[src/rtl/jtpinpon_colmix_pkg.sv]
// -----------------------------------------------------------------------------
// jtpinpon_colmix_pkg
// Shared definitions for the final colour-mix stage:
//   - colour PROM geometry (32 entries x 8 bits)
//   - bit-field positions of R/G/B inside a PROM byte {B[1:0],G[2:0],R[2:0]}
//   - fixed pipeline latency in pixel-clock-enable ticks
//   - helpers for layer priority and 3-3-2 to 4-4-4 colour expansion
// -----------------------------------------------------------------------------
package jtpinpon_colmix_pkg;

    localparam int PROM_AW  = 5;
    localparam int PROM_DW  = 8;

    // Field offsets inside one PROM byte
    localparam int R_LSB    = 0;    // R[2:0]
    localparam int G_LSB    = 3;    // G[2:0]
    localparam int B_LSB    = 6;    // B[1:0]

    // Pixel pipeline depth: priority -> PROM read -> expansion
    localparam int PIPE_LAT = 3;

    typedef logic [PROM_AW-1:0] prom_addr_t;
    typedef logic [PROM_DW-1:0] prom_data_t;

    typedef struct packed {
        logic [3:0] r;
        logic [3:0] g;
        logic [3:0] b;
    } rgb444_t;

    // Objects always win over chars; char index 0 is a real colour.
    // The upper PROM half holds object colours, the lower half char colours.
    function automatic prom_addr_t resolve_idx(input logic [3:0] c, input logic [3:0] o);
        return (o != 4'd0) ? {1'b1, o} : {1'b0, c};
    endfunction

    // Replicate the top bits into the new LSBs so full scale maps to 4'hF
    function automatic rgb444_t expand_rgb(input prom_data_t raw);
        logic [2:0] r3;
        logic [2:0] g3;
        logic [1:0] b2;
        rgb444_t    px;
        r3   = raw[R_LSB +: 3];
        g3   = raw[G_LSB +: 3];
        b2   = raw[B_LSB +: 2];
        px.r = {r3, r3[2]};
        px.g = {g3, g3[2]};
        px.b = {b2, b2};
        return px;
    endfunction

endpackage

[src/rtl/jtpinpon_colmix_if.sv]
// -----------------------------------------------------------------------------
// jtpinpon_colmix_if
// Video bus of the colour-mix stage: layer pixels and blanking in, PROM
// download port in, RGB and delayed blanking out.
//   master : upstream video generators / PROM loader (drives pixels, reads RGB)
//   slave  : jtpinpon_colmix
// Signals:
//   LHBL, LVBL        blanking, active low, aligned with char_pxl/obj_pxl
//   char_pxl[3:0]     char layer palette index
//   obj_pxl[3:0]      object layer palette index, 0 = transparent
//   gfx_en[1:0]       debug layer enables: [0] char, [1] obj
//   prog_addr/data/en colour PROM download, one byte per clk while prog_en
//   red/green/blue    4-bit colour components
//   LHBL_dly/LVBL_dly blanking delayed to match the RGB outputs
// -----------------------------------------------------------------------------
interface jtpinpon_colmix_if;

    logic       LHBL;
    logic       LVBL;
    logic [3:0] char_pxl;
    logic [3:0] obj_pxl;
    logic [1:0] gfx_en;

    logic [4:0] prog_addr;
    logic [7:0] prog_data;
    logic       prog_en;

    logic [3:0] red;
    logic [3:0] green;
    logic [3:0] blue;
    logic       LHBL_dly;
    logic       LVBL_dly;

    modport master (
        output LHBL, LVBL, char_pxl, obj_pxl, gfx_en,
        output prog_addr, prog_data, prog_en,
        input  red, green, blue, LHBL_dly, LVBL_dly
    );

    modport slave (
        input  LHBL, LVBL, char_pxl, obj_pxl, gfx_en,
        input  prog_addr, prog_data, prog_en,
        output red, green, blue, LHBL_dly, LVBL_dly
    );

endinterface

[src/rtl/jtframe_prom.sv]
// -----------------------------------------------------------------------------
// jtframe_prom
// Small dual-port PROM image: one write port that runs every clk (download),
// one registered read port that advances only on cen.
// Ports:
//   clk, rst_n   clock and asynchronous active-low reset (read register only;
//                the array contents survive reset)
//   cen          read clock enable
//   rd_addr      read address
//   q            registered read data
//   wr_addr/wr_data/we  write port, one word per clk while we is high
// A read and write of the same address on the same edge returns the old word;
// the new word is seen by the next read.
// -----------------------------------------------------------------------------
module jtframe_prom #(
    parameter int dw      = 8,
    parameter int aw      = 5,
    parameter     SIMFILE = ""
) (
    input  logic          clk,
    input  logic          rst_n,
    input  logic          cen,
    input  logic [aw-1:0] rd_addr,
    output logic [dw-1:0] q,
    input  logic [aw-1:0] wr_addr,
    input  logic [dw-1:0] wr_data,
    input  logic          we
);

    logic [dw-1:0] mem [2**aw];
    logic [dw-1:0] q_q;

    // Simulation flows that want a preloaded image load mem from SIMFILE
    // hierarchically; in hardware the image always arrives over the write port.
    if (SIMFILE != "") begin : g_simfile
    end

    always_ff @(posedge clk) begin
        if (we) begin
            mem[wr_addr] <= wr_data;
        end
    end

    always_ff @(posedge clk or negedge rst_n) begin
        if (!rst_n) begin
            q_q <= '0;
        end else if (cen) begin
            q_q <= mem[rd_addr];
        end
    end

    assign q = q_q;

endmodule

[src/rtl/jtpinpon_colmix.sv]
// -----------------------------------------------------------------------------
// jtpinpon_colmix
// Final video stage. Merges the char and object pixels, resolves priority,
// looks up the 32x8 colour PROM and expands RGB 3-3-2 to 4-4-4. Blanking is
// delayed by the same number of pixel ticks as the colour path.
// Ports:
//   clk      48 MHz video clock
//   rst_n    asynchronous active-low reset (PROM contents are kept)
//   pxl_cen  pixel clock enable; every pipeline stage advances only on it
//   vid      video bus (slave side), see jtpinpon_colmix_if
// Pipeline (one pxl_cen tick per stage):
//   S1 idx_q  <= priority-resolved PROM index
//   S2 raw    <= prom[idx_q]           (inside jtframe_prom)
//   S3 rgb_q  <= expand(raw), forced black while blanked
// -----------------------------------------------------------------------------
module jtpinpon_colmix
    import jtpinpon_colmix_pkg::*;
#(
    parameter int LAT     = PIPE_LAT,
    parameter     SIMFILE = ""
) (
    input  logic               clk,
    input  logic               rst_n,
    input  logic               pxl_cen,
    jtpinpon_colmix_if.slave   vid
);

    logic [3:0]     c_msk;
    logic [3:0]     o_msk;
    prom_addr_t     idx_d;
    prom_addr_t     idx_q;
    prom_data_t     raw_rd;
    rgb444_t        rgb_d;
    rgb444_t        rgb_q;
    logic [LAT-1:0] hbl_q;
    logic [LAT-1:0] vbl_q;
    logic           show;

    always_comb begin
        c_msk = vid.gfx_en[0] ? vid.char_pxl : 4'd0;
        o_msk = vid.gfx_en[1] ? vid.obj_pxl  : 4'd0;
        idx_d = resolve_idx(c_msk, o_msk);
        // Bit LAT-2 holds the blanking that travelled with the pixel now in
        // raw_rd, so gating here keeps colour and blank in step.
        show  = hbl_q[LAT-2] & vbl_q[LAT-2];
        rgb_d = show ? expand_rgb(raw_rd) : '0;
    end

    always_ff @(posedge clk or negedge rst_n) begin
        if (!rst_n) begin
            idx_q <= '0;
            rgb_q <= '0;
            hbl_q <= '0;
            vbl_q <= '0;
        end else if (pxl_cen) begin
            idx_q <= idx_d;
            rgb_q <= rgb_d;
            hbl_q <= {hbl_q[LAT-2:0], vid.LHBL};
            vbl_q <= {vbl_q[LAT-2:0], vid.LVBL};
        end
    end

    jtframe_prom #(
        .dw      (PROM_DW),
        .aw      (PROM_AW),
        .SIMFILE (SIMFILE)
    ) u_prom (
        .clk     (clk),
        .rst_n   (rst_n),
        .cen     (pxl_cen),
        .rd_addr (idx_q),
        .q       (raw_rd),
        .wr_addr (vid.prog_addr),
        .wr_data (vid.prog_data),
        .we      (vid.prog_en)
    );

    assign vid.red      = rgb_q.r;
    assign vid.green    = rgb_q.g;
    assign vid.blue     = rgb_q.b;
    assign vid.LHBL_dly = hbl_q[LAT-1];
    assign vid.LVBL_dly = vbl_q[LAT-1];

endmodule

[src/flat_wrapper.sv]
// flat-port wrapper written by rule: the top's interface ports become plain ports
module jtpinpon_colmix_flat import jtpinpon_colmix_pkg::*;
#(
    parameter int LAT     = PIPE_LAT,
    parameter     SIMFILE = ""
)
  (clk, rst_n, pxl_cen, vid_LHBL, vid_LVBL, vid_char_pxl, vid_obj_pxl, vid_gfx_en, vid_prog_addr, vid_prog_data, vid_prog_en, vid_red, vid_green, vid_blue, vid_LHBL_dly, vid_LVBL_dly);
  jtpinpon_colmix_if vid_i ();
  input  logic clk;
  input  logic rst_n;
  input  logic pxl_cen;
  input wire logic [$bits(vid_i.LHBL)-1:0] vid_LHBL;
  input wire logic [$bits(vid_i.LVBL)-1:0] vid_LVBL;
  input wire logic [$bits(vid_i.char_pxl)-1:0] vid_char_pxl;
  input wire logic [$bits(vid_i.obj_pxl)-1:0] vid_obj_pxl;
  input wire logic [$bits(vid_i.gfx_en)-1:0] vid_gfx_en;
  input wire logic [$bits(vid_i.prog_addr)-1:0] vid_prog_addr;
  input wire logic [$bits(vid_i.prog_data)-1:0] vid_prog_data;
  input wire logic [$bits(vid_i.prog_en)-1:0] vid_prog_en;
  output wire logic [$bits(vid_i.red)-1:0] vid_red;
  output wire logic [$bits(vid_i.green)-1:0] vid_green;
  output wire logic [$bits(vid_i.blue)-1:0] vid_blue;
  output wire logic [$bits(vid_i.LHBL_dly)-1:0] vid_LHBL_dly;
  output wire logic [$bits(vid_i.LVBL_dly)-1:0] vid_LVBL_dly;
  assign vid_i.LHBL = vid_LHBL;
  assign vid_i.LVBL = vid_LVBL;
  assign vid_i.char_pxl = vid_char_pxl;
  assign vid_i.obj_pxl = vid_obj_pxl;
  assign vid_i.gfx_en = vid_gfx_en;
  assign vid_i.prog_addr = vid_prog_addr;
  assign vid_i.prog_data = vid_prog_data;
  assign vid_i.prog_en = vid_prog_en;
  assign vid_red = vid_i.red;
  assign vid_green = vid_i.green;
  assign vid_blue = vid_i.blue;
  assign vid_LHBL_dly = vid_i.LHBL_dly;
  assign vid_LVBL_dly = vid_i.LVBL_dly;
  jtpinpon_colmix #(.LAT(LAT), .SIMFILE(SIMFILE)) u_core (.clk(clk), .rst_n(rst_n), .pxl_cen(pxl_cen), .vid(vid_i));
endmodule
[config.mk]
export PLATFORM = sky130hd
export DESIGN_NAME = jtpinpon_colmix_flat
export DESIGN_NICKNAME = d
export VERILOG_FILES = /design/src/rtl/jtpinpon_colmix_pkg.sv /design/src/rtl/jtpinpon_colmix_if.sv /design/src/rtl/jtframe_prom.sv /design/src/rtl/jtpinpon_colmix.sv /design/src/flat_wrapper.sv
export SDC_FILE = /design/constraint.sdc
export NUM_CORES = 1
export LEC_CHECK = 0
export ABC_AREA = 1
export CELL_PAD_IN_SITES_DETAIL_PLACEMENT = 0
export CELL_PAD_IN_SITES_GLOBAL_PLACEMENT = 1
export CORE_ASPECT_RATIO = 1.2
export CORE_MARGIN = 4
export CORE_UTILIZATION = 40
export CTS_CLUSTER_SIZE = 8
export DETAILED_ROUTE_END_ITERATION = 10
export PLACE_DENSITY = 0.65
export SETUP_SLACK_MARGIN = 0.15
export SLEW_MARGIN = 20
export SYNTH_ARGS = -nofsm -noshare
export SYNTH_HDL_FRONTEND = slang
export SYNTH_SLANG_ARGS = --single-unit
[constraint.sdc]
create_clock -name clk -period 3.4 [get_ports clk]
set_clock_uncertainty 0.05 [all_clocks]
set_input_delay 0.68 -clock clk [delete_from_list [all_inputs] [get_ports clk]]
set_output_delay 0.68 -clock clk [all_outputs]
set_load 0.01 [all_outputs]
---- Word-level counts from Yosys, hierarchy flattened ----
Memory sizes are Yosys's and may differ from the RTL's. A register that Yosys moved wholly into a read port is not among the register bits.
Index checks and enable logic that the tools add are counted.
operators by class
  multiplexer cells ....................... 6
  bitwise operators ....................... 1
  reduce and logical (&&, ||, !) cells .... 2
operators by type and width
  cell               number
  $mux 12            1
  $mux 4             2
  $mux 5             1
  $reduce_bool 4->1  1
  $mux 1             2
  $and 1x1->1        1
  $logic_not 1->1    1
storage, ports and cells
  flip-flop bits (word level) ............. 23
  memory bits (writable) .................. 256
  input bits .............................. 29
  output and inout bits ................... 14
  memories ................................ 1
memory list
  memory             words  bits a word  read ports  clocked after memory_dff  write ports  RTL line            RTL
  u_core.u_prom.mem  32     8            1           1                         1            jtframe_prom.sv:30  logic [dw-1:0] mem [2**aw];

---- Depth between registers and ports, before layout ----
Gate-level depths: netlist (run 1).
  depth after elaboration ................. 3
  depth in mapped cells ................... 11

---- Modules after synthesis ----
From an unflattened synthesis (run 1), not the netlist that was laid out.
second synthesis, totals
  cell total of the unflattened synthesis .. 1019
  area, all modules ....................... 11596.1 um2
by module, submodules not included
  module           times used  cells an instance  area an instance (um2)  sequential area each (um2)
  jtframe_prom     1           924                10765.3                 7887.6
  jtpinpon_colmix  1           95                 830.8                   475.5

---- Worst setup path after synthesis (run 1) ----
OpenSTA, ideal clock, no wires.
  path kind ............................... input-to-reg
  start point ............................. input port vid_prog_addr[0]
  end point ............................... memory u_core.u_prom.mem[0][0], enable pin
  arrival ................................. 1344 ps
  data required time ...................... 2980 ps
  setup slack ............................. 1636 ps
  stages .................................. 3
  buffers on the path ..................... 0
  cells stage by stage .................... inv_1 -> nand3_1 -> nor2_1
RTL lines
  element      RTL line            RTL
  from (decl)  flat_wrapper.sv:17  input wire logic [$bits(vid_i.prog_addr)-1:0] vid_prog_addr;
  to (decl)    jtframe_prom.sv:30
Straight into the memory's write port.

==> flow_summary.json, run 1 <==
{
  "cts_tree": "built",
  "hold_buffers": 0,
  "cts_made_buffers": 41,
  "clk_root_buffer_cell": "clkbuf_16",
  "utilization_pct": 48.37,
  "path_clk_slew_ps": 50,
  "grt_max_degree": 130,
  "route.met2.wl_um": 14120,
  "first_global_vias": 7532,
  "firstDrtPassIters": 5,
  "drc": 0,
  "ir_drop_mv": 0.4148,
  "synth_area_leader_cell": "edfxtp_1",
  "grt-ovfl-total": 0,
  "ys_ff_latch": 283,
  "synth_top_family_by_area": "simple AND/OR/NAND/NOR gates",
  "status": "finished clean",
  "vias_per_cell": 5.109,
  "yosysWarnings": 0,
  "cp_data_arrival_time_ps": 2650,
  "synth-simple-area-share_pct": 23.27,
  "final_cells": 1483,
  "maxUsedRoutingLayer": "met4",
  "synthMuxAreaShare_pct": 0,
  "coreArea_um2": 28170,
  "netlist_area_um2": 11520,
  "dp.cells": 1425,
  "cts_resized": 0,
  "leakage_nw": 5.064,
  "synth-compound-area-share_pct": 0.8256,
  "finalSetupTns_ps": 0,
  "syn_to_final_growth_pct": 18.31,
  "drtAntennaViolNets": 0,
  "ff2ff_setup_slack_ps": 1150,
  "fp.dieH_um": 193.9,
  "cts_sinks": 283,
  "die_area_um2": 31580,
  "drt_iter0_markers": 742,
  "timing.slew.headroom_pct": 42.51,
  "synth_cell_types": 16,
  "tightestPinTransition_ps": 859.7,
  "wl_met3_um": 1467,
  "p_per_area_nw_per_um2": 611.2,
  "ioPinCount": 43,
  "period_minus_slack_ps": 2255,
  "port-buffer-count": 42,
  "cp_max_fo": 40,
  "htree_levels": 2,
  "end_kind": "register",
  "synthTopCellsByArea": "edfxtp_1, nand2_1, nand3_1, dfrtp_1, buf_4",
  "start_kind": "register",
  "setup_violations": 0,
  "start_util_pct": 40.89,
  "timing.hold.ws_ps": 420.5,
  "rows": 67,
  "seq_area_frac_synth_pct": 72.61,
  "routabilityCongestion": 0.7805,
  "syn_inst": 1010,
  "maxCapViolCount": 0,
  "max_freq_mhz": 443.5,
  "period_share_pct": 66.31,
  "cts.path.max_buffers": 3,
  "grt_antenna_before_repair": 0,
  "n_antenna_cell": 0,
  "final_max_slew_viol_count": 0,
  "die_w_um": 162.9,
  "hold_violations": 0,
  "cts_setup_buffers": 0,
  "wire_per_inst_um": 20.09,
  "synth_xor_area_share_pct": 0,
  "path_class": "reg2reg",
  "synthAdderAreaFrac_pct": 0,
  "grt_pass1_wl_um": 45760,
  "drive_above_1_share_pct": 9.511,
  "dp_hpwl_um": 17380,
  "grt_usage_pct": 18.96,
  "critPathRequiredTime_ps": 3800,
  "wl_um": 29790,
  "syn_avg_cell_area_um2": 11.40,
  "clock_latency_ps": 520,
  "nets": 1118,
  "holdCritPathClass": "reg2reg",
  "rsz0062_at_grt": "false",
  "synth_top_area_share_pct": 66.75,
  "vias": 7577,
  "syn_nets": 1039,
  "fillers": 2593,
  "wl_met1_um": 13430
}
==> cell families (layout without fill, tap and decap cells) <==
logic type	count (synthesis)	after routing
buffers and inverters	74	168
and+or+nand+nor	636	636
AOI/OAI and AO/OA	17	17
DFF	283	283
==> power by group <==
group	leakage (nW)	switching [mW]	internal, mW
Combinational	1.88	0.570	0.249
Clock	0.541	1.38	2.20
Sequential	2.65	0.0473	3.88
==> stage by stage <==
step	cell area, um^2	setup slack, ps	power (mW)
after floorplan	11520	1636	4.481
after global placement	12510	856.8	4.826
after detailed placement	12510	838.5	4.827
after CTS	13630	1104	8.428
after global routing	13630	950.5	8.673
final	13630	1145	8.328
==> critical path, stage by stage, from the launching register on <==
cell and delay [ps]:
dfrtp_4 500, inv_4 360, buf_4 370, nand2_1 80
nand3_1 100, nand3_1 130, nand2_1 110, nand2_1 80
nand3_1 170, nand3_1 130, nand2_1 90
==> final timing paths <==
kind	to	cells after the start	start
setup / recovery	u_core.u_prom.q[3]	10	u_core.idx_q[0]
hold / removal	u_core.vbl_q[2]	2	u_core.vbl_q[2]
setup reg to reg	u_core.u_prom.q[3]	10	u_core.idx_q[0]
hold reg to reg	u_core.vbl_q[2]	2	u_core.vbl_q[2]
max in group asynchronous	u_core.idx_q[4]	2	rst_n
min in group asynchronous	u_core.vbl_q[2]	1	rst_n
==> cells in the final DEF (no fill, tap or decap) <==
cell / netlist / routed
nand2_1: 370 / 370
edfxtp_1: 256 / 256
nand3_1: 232 / 232
buf_4: 19 / 54
clkdlybuf4s50_1: 0 / 42
clkbuf_16: 0 / 41
nor2_1: 33 / 33
dfrtp_1: 27 / 25
clkbuf_1: 12 / 13
o21ai_0: 12 / 12
inv_1: 10 / 9
o211ai_1: 4 / 4
inv_2: 2 / 2
inv_6: 0 / 2
inv_4: 0 / 1
clkinv_1: 1 / 1
nand4_1: 1 / 1
a21oi_1: 1 / 1
clkbuf_8: 0 / 1
clkinv_2: 0 / 1
buf_12: 0 / 1
dfrtp_4: 0 / 1
dfrtp_2: 0 / 1
==> sequential cells by signal, summed over array words and instances, names as in the netlist <==
name	cells
u_core.u_prom.q	8
u_core.vid.green	3
u_core.idx_q	5
u_core.hbl_q	3
u_core.vbl_q	3
u_core.u_prom.mem	256
u_core.vid.blue	2
u_core.vid.red	3
==> layout make-up <==
| cell class | instances | area, um^2 | area share [%] |
|---|---|---|---|
| flip-flops and latches | 283 | 8368 | 61.41 |
| multi-input cells | 653 | 2775 | 20.37 |
| clock buffers | 55 | 1089 | 7.989 |
| repair buffers | 97 | 845.8 | 6.208 |
| well taps | 379 | 474.2 | 3.480 |
| inverters | 13 | 51.30 | 0.3765 |
| clock inverters | 3 | 22.52 | 0.1653 |
==> metal layers <==
metal / vias to the layer above / GRT usage (%)
met4: 0 / 5.904
li1: 3660 / -
met2: 221 / 30.25
met3: 56 / 3.445
met1: 3640 / 26.56
met5: - / 0
==> cells in the mapped netlist <==
cell	count
nand4_1	1
nand3_1	232
a21oi_1	1
clkbuf_1	12
o21ai_0	12
o211ai_1	4
dfrtp_1	27
buf_2	24
inv_1	10
buf_4	19
clkinv_1	1
inv_2	2
edfxtp_1	256
buf_1	6
nor2_1	33
nand2_1	370
No activity file was read; power rests on OpenSTA's default activity.
==> run 2: changes to the inputs <==
Clock period 3.4 ns to 2.3 ns, I/O delays scaled along.
==> run 2 against run 1 <==
Fmax is 15% higher; global-route usage is 0.37 points lower; highest routed layer unchanged; critical path type unchanged; worst setup slack worse by 800 ps; die area stayed put; sequential cell count stayed put; power is 49% higher.
==> flow_summary.json, run 2 (synthesized netlist as in run 1, its figures left out) <==
{
  "multi_input_area_um2": 2775,
  "coreArea_um2": 28170,
  "largest_reg_flops": 256,
  "cts_tree": "built",
  "start_util_pct": 40.89,
  "path_clk_slew_ps": 50,
  "leakage_nw": 5.165,
  "cts_sinks": 283,
  "final_common_cell": "nand2_1",
  "total_power_mw": 12.43,
  "dp_hpwl_um": 17580,
  "grt_usage_pct": 18.59,
  "drc": 0,
  "routabilityCongestion": 0.8128,
  "critPathRequiredTime_ps": 2700,
  "die_area_um2": 31580,
  "final_cell_mix": "nand2_1, edfxtp_1, nand3_1",
  "nets": 1124,
  "drive_above_1_share_pct": 9.793,
  "grt-ovfl-total": 0,
  "holdCritPathClass": "in2async",
  "grt_antenna_before_repair": 0,
  "rows": 67,
  "maxCapViolCount": 0,
  "hold_buffers": 0,
  "end_kind": "register",
  "ioPinCount": 43,
  "ir_drop_mv": 0.5822,
  "cp_data_arrival_time_ps": 2360,
  "tightestPinTransition_ps": 617.4,
  "vias": 7484,
  "firstDrtPassIters": 5,
  "final_max_slew_viol_count": 0,
  "drtAntennaViolNets": 0,
  "finalSetupTns_ps": 0,
  "vias_per_cell": 5.016,
  "cts.path.max_buffers": 3,
  "cts_made_buffers": 41,
  "first_global_vias": 7346,
  "start_kind": "register",
  "drt_iter0_markers": 616,
  "hold_violations": 0,
  "period_share_pct": 85.17,
  "max_freq_mhz": 510.5,
  "clk_root_buffer_cell": "clkbuf_16",
  "port-buffer-count": 42,
  "register_area_um2": 8368,
  "fillers": 2580,
  "rsz0062_at_grt": "false",
  "htree_levels": 2,
  "period_minus_slack_ps": 1959,
  "path_class": "reg2reg",
  "syn_to_final_growth_pct": 20.33,
  "n_antenna_cell": 0,
  "timing.slew.headroom_pct": 58.84,
  "die_w_um": 162.9,
  "cts_resized": 0,
  "fp.dieH_um": 193.9,
  "cp_max_fo": 24,
  "status": "finished clean",
  "clock_latency_ps": 530,
  "grt_max_degree": 97,
  "grt_pass1_wl_um": 44370,
  "wl_um": 29180,
  "top_register": "u_core.u_prom.mem",
  "p_per_area_nw_per_um2": 897.1,
  "cts_setup_buffers": 0,
  "wire_per_inst_um": 19.56,
  "setup_violations": 0
}
==> run 2: changes by cell type in the layout (fill, tap and decap cells not counted) <==
cell,previous run,this run
inv_2,2,1
inv_1,9,10
clkbuf_16,41,43
clkinv_2,1,0
clkinv_1,1,2
inv_6,2,1
buf_4,54,48
buf_12,1,13
clkbuf_8,1,0
clkbuf_1,13,16
==> run 2: layer usage <==
layer / vias to the layer above / routed length, um / part of all wire (%) / GRT usage [%]
li1: 3679 / - / - / -
met5: - / 0 / 0 / 0
met3: 38 / 1573 / 5.4 / 3.551
met1: 3529 / 12390 / 42 / 24.32
met4: 0 / 542 / 1.9 / 4.661
met2: 238 / 14670 / 50 / 31.98
==> run 2: metrics by stage <==
stage	instance area (um^2)	util (%)	std cells	hold WS, ps	worst slack (ps)
finish	13860	49.20	1492	259.1	341.2
global route	13860	49.20	1492	298.9	179.3
CTS	13860	49.20	1492	265.7	346.1
detailed placement	12710	45.12	1431	415.7	159.8
global placement	12710	45.12	1431	406.8	214.5
floorplan	11520	-	1010	114.4	756.0
==> run 2: critical path, cell delays in order (launching register included) <==
cell	delay [ps]
dfrtp_4	510
inv_4	280
buf_4	290
nand2_1	90
nand3_1	80
nand3_1	110
nand2_1	120
nand2_1	50
nand3_1	90
nand3_1	130
nand2_1	90
==> run 2: area by class of cell <==
cell class | count | share of cell area (%)
Tap cell | 379 | 3.422
Clock buffer | 59 | 8.198
Multi-Input combinational cell | 653 | 20.03
Inverter | 13 | 0.3702
Clock inverter | 2 | 0.09029
Sequential cell | 283 | 60.38
Timing Repair Buffer | 103 | 7.512
==> run 2: path summary, 6_finish.rpt <==
path	start	endpoint	slack, ps	depth (start not counted)
max reg2reg	u_core.idx_q[0]	u_core.u_prom.q[6]	340	10
min in group clk	u_core.vbl_q[2]	u_core.vbl_q[2]	420	2
min reg2reg	u_core.vbl_q[2]	u_core.vbl_q[2]	420	2
min	rst_n	u_core.vid.blue[1]	260	1
max in group asynchronous	rst_n	u_core.u_prom.q[2]	1400	2
max	u_core.idx_q[0]	u_core.u_prom.q[6]	340	10
==> run 2: where the power goes <==
| part | leakage [nW] | switching, mW | total [mW] | internal, mW |
|---|---|---|---|---|
| Sequential | 2.65 | 0.0707 | 5.81 | 5.74 |
| Combinational | 1.96 | 0.848 | 1.27 | 0.417 |
| Clock | 0.555 | 2.00 | 5.35 | 3.36 |
| Total | 5.17 | 2.91 | 12.4 | 9.52 |
==> run 3: changes to the inputs <==
Settings changed: DONT_BUFFER_PORTS from default to 1, PLACE_DENSITY 0.65 to 0.74, SKIP_CTS_REPAIR_TIMING from default to 1.
==> run 3 against run 2 <==
The flow now finishes with violations (negative hold slack); utilization decreased by 1.5 points; critical path depth decreased by 1; worst setup slack improved by 44 ps; clock power increased by 2%; register-to-register slack improved by 40 ps; clock-buffer cell count increased by 6; final cell count decreased by 2.7%; global-route usage decreased by 0.76 points; sequential power about the same; combinational power decreased by 10%; wire length decreased by 3.1%; cell area decreased by 3.0%; critical path type unchanged; largest cell class unchanged; largest power group unchanged; highest routed layer unchanged.
==> flow_summary.json, run 3 (synthesized netlist as in run 1, its figures left out) <==
{
  "status": "finished, violations left",
  "violations": "negative hold slack",
  "port-buffer-count": 0,
  "cts_sinks": 283,
  "die_w_um": 162.9,
  "wl_met1_um": 11940,
  "dp.cells": 1372,
  "largest_reg_flops": 256,
  "max_freq_mhz": 522.3,
  "hold_violations": 1,
  "routabilityCongestion": 0.7993,
  "path_class": "reg2reg",
  "n_antenna_cell": 0,
  "cts.path.max_buffers": 3,
  "grt_pass1_wl_um": 43670,
  "htree_levels": 2,
  "nets": 1076,
  "period_minus_slack_ps": 1915,
  "clock_latency_ps": 540,
  "cp_data_arrival_time_ps": 2320,
  "wl_met3_um": 1769,
  "finalSetupTns_ps": 0,
  "grt_usage_pct": 17.83,
  "start_kind": "register",
  "top_register": "u_core.u_prom.mem",
  "leakage_nw": 4.995,
  "rows": 67,
  "maxCapViolCount": 0,
  "syn_to_final_growth_pct": 16.71,
  "clk_root_buffer_cell": "clkbuf_16",
  "wl_um": 28270,
  "drt_iter0_markers": 672,
  "vias_per_cell": 5.178,
  "route.met2.wl_um": 13820,
  "path_clk_slew_ps": 50,
  "final_max_slew_viol_count": 0,
  "maxUsedRoutingLayer": "met4",
  "cts_tree": "built",
  "end_kind": "register",
  "holdCritPathClass": "in2reg",
  "die_area_um2": 31580,
  "crit_slowest_cell": "buf_4",
  "critPathRequiredTime_ps": 2700,
  "rsz0062_at_grt": "false",
  "period_share_pct": 83.24,
  "drive_above_1_share_pct": 9.506,
  "timing.hold.ws_ps": -4.530,
  "wire_per_inst_um": 19.47,
  "drtAntennaViolNets": 0,
  "final_common_cell": "nand2_1",
  "p_per_area_nw_per_um2": 924.5,
  "final_cells": 1452,
  "dp_hpwl_um": 16260,
  "start_util_pct": 40.89,
  "setup_violations": 0,
  "ioPinCount": 43,
  "final_cell_mix": "nand2_1, edfxtp_1, nand3_1",
  "coreArea_um2": 28170,
  "vias": 7518,
  "firstDrtPassIters": 5,
  "grt_max_degree": 77,
  "worst-path-buf-inv": 1,
  "total_power_mw": 12.43,
  "crit_family": "simple AND/OR/NAND/NOR gates",
  "ir_drop_mv": 0.4704,
  "grt_antenna_before_repair": 0,
  "first_global_vias": 7454,
  "cp_max_fo": 55,
  "cts_made_buffers": 41,
  "max_stage_delay_ps": 500,
  "grt-ovfl-total": 0,
  "fp.dieH_um": 193.9,
  "tightestPinTransition_ps": 716.9,
  "path_cells": "buf_4 > nand2_1 > nand3_1 > nand3_1 > nand2_1 > nand2_1 > nand3_1 > nand3_1 > nand2_1",
  "timing.slew.headroom_pct": 52.21,
  "drc": 0
}
-- run 3: cell count changes in the layout (fill, tap and decap cells not counted), sizes merged --
| cell | delta |
|---|---|
| buf | -8 |
| clkbuf | +6 |
| clkdlybuf4s50 | -42 |
| clkinv | +1 |
| dlygate4sd3 | +2 |
| inv | +1 |
-- run 3: final timing paths --
check                                         from                 end  slack [ps]  cells past startpoint
min in group asynchronous                    rst_n  u_core.u_prom.q[5]         350                      2
worst max register to register     u_core.idx_q[0]  u_core.u_prom.q[6]         390                      9
worst min-delay path                       pxl_cen     u_core.vbl_q[0]          -5                      1
max in group asynchronous                    rst_n     u_core.idx_q[0]        1680                      2
worst min register to register  u_core.u_prom.q[0]  u_core.u_prom.q[0]         440                      2
worst max-delay path               u_core.idx_q[0]  u_core.u_prom.q[6]         390                      9
-- run 3: power by group --
group | internal [mW] | total [mW] | switching (mW)
Combinational | 0.342 | 1.14 | 0.797
Clock | 3.33 | 5.46 | 2.12
Sequential | 5.74 | 5.83 | 0.0925
-- run 3: final cells by class --
cell class,instances,area [um^2]
repair buffers,55,593.1
inverters,13,50.05
clock buffers,65,1116
flip-flops and latches,283,8368
multi-input cells,653,2775
well taps,379,474.2
fillers,2570,14730
clock inverters,4,65.06
-- run 3: stage by stage --
| stage | worst slack, ps | area (um^2) | hold WS (ps) | utilization [%] |
|---|---|---|---|---|
| 6_report | 385.5 | 13440 | -4.530 | 47.72 |
| 3_3_place_gp | 440.6 | 12060 | 115.5 | 42.82 |
| 4_1_cts | 395.8 | 13240 | -443.6 | 47.01 |
| 3_5_place_dp | 421.0 | 12060 | 115.4 | 42.82 |
| 2_1_floorplan | 756.0 | 11520 | 114.4 | - |
| 5_1_grt | 246.9 | 13440 | 2.720 | 47.72 |
-- run 3: worst register-to-register path, cell delays in order, from the launching register on --
cell     delay (ps)
dfrtp_4         430
buf_4           500
nand2_1         140
nand3_1         120
nand3_1         110
nand2_1         150
nand2_1          70
nand3_1          90
nand3_1         120
nand2_1          80
-- run 3: layer usage --
layer	vias up	GRT usage [%]
met3	58	3.402
met1	3636	24.17
met5	-	0
met2	240	29.12
li1	3584	-
met4	0	5.687
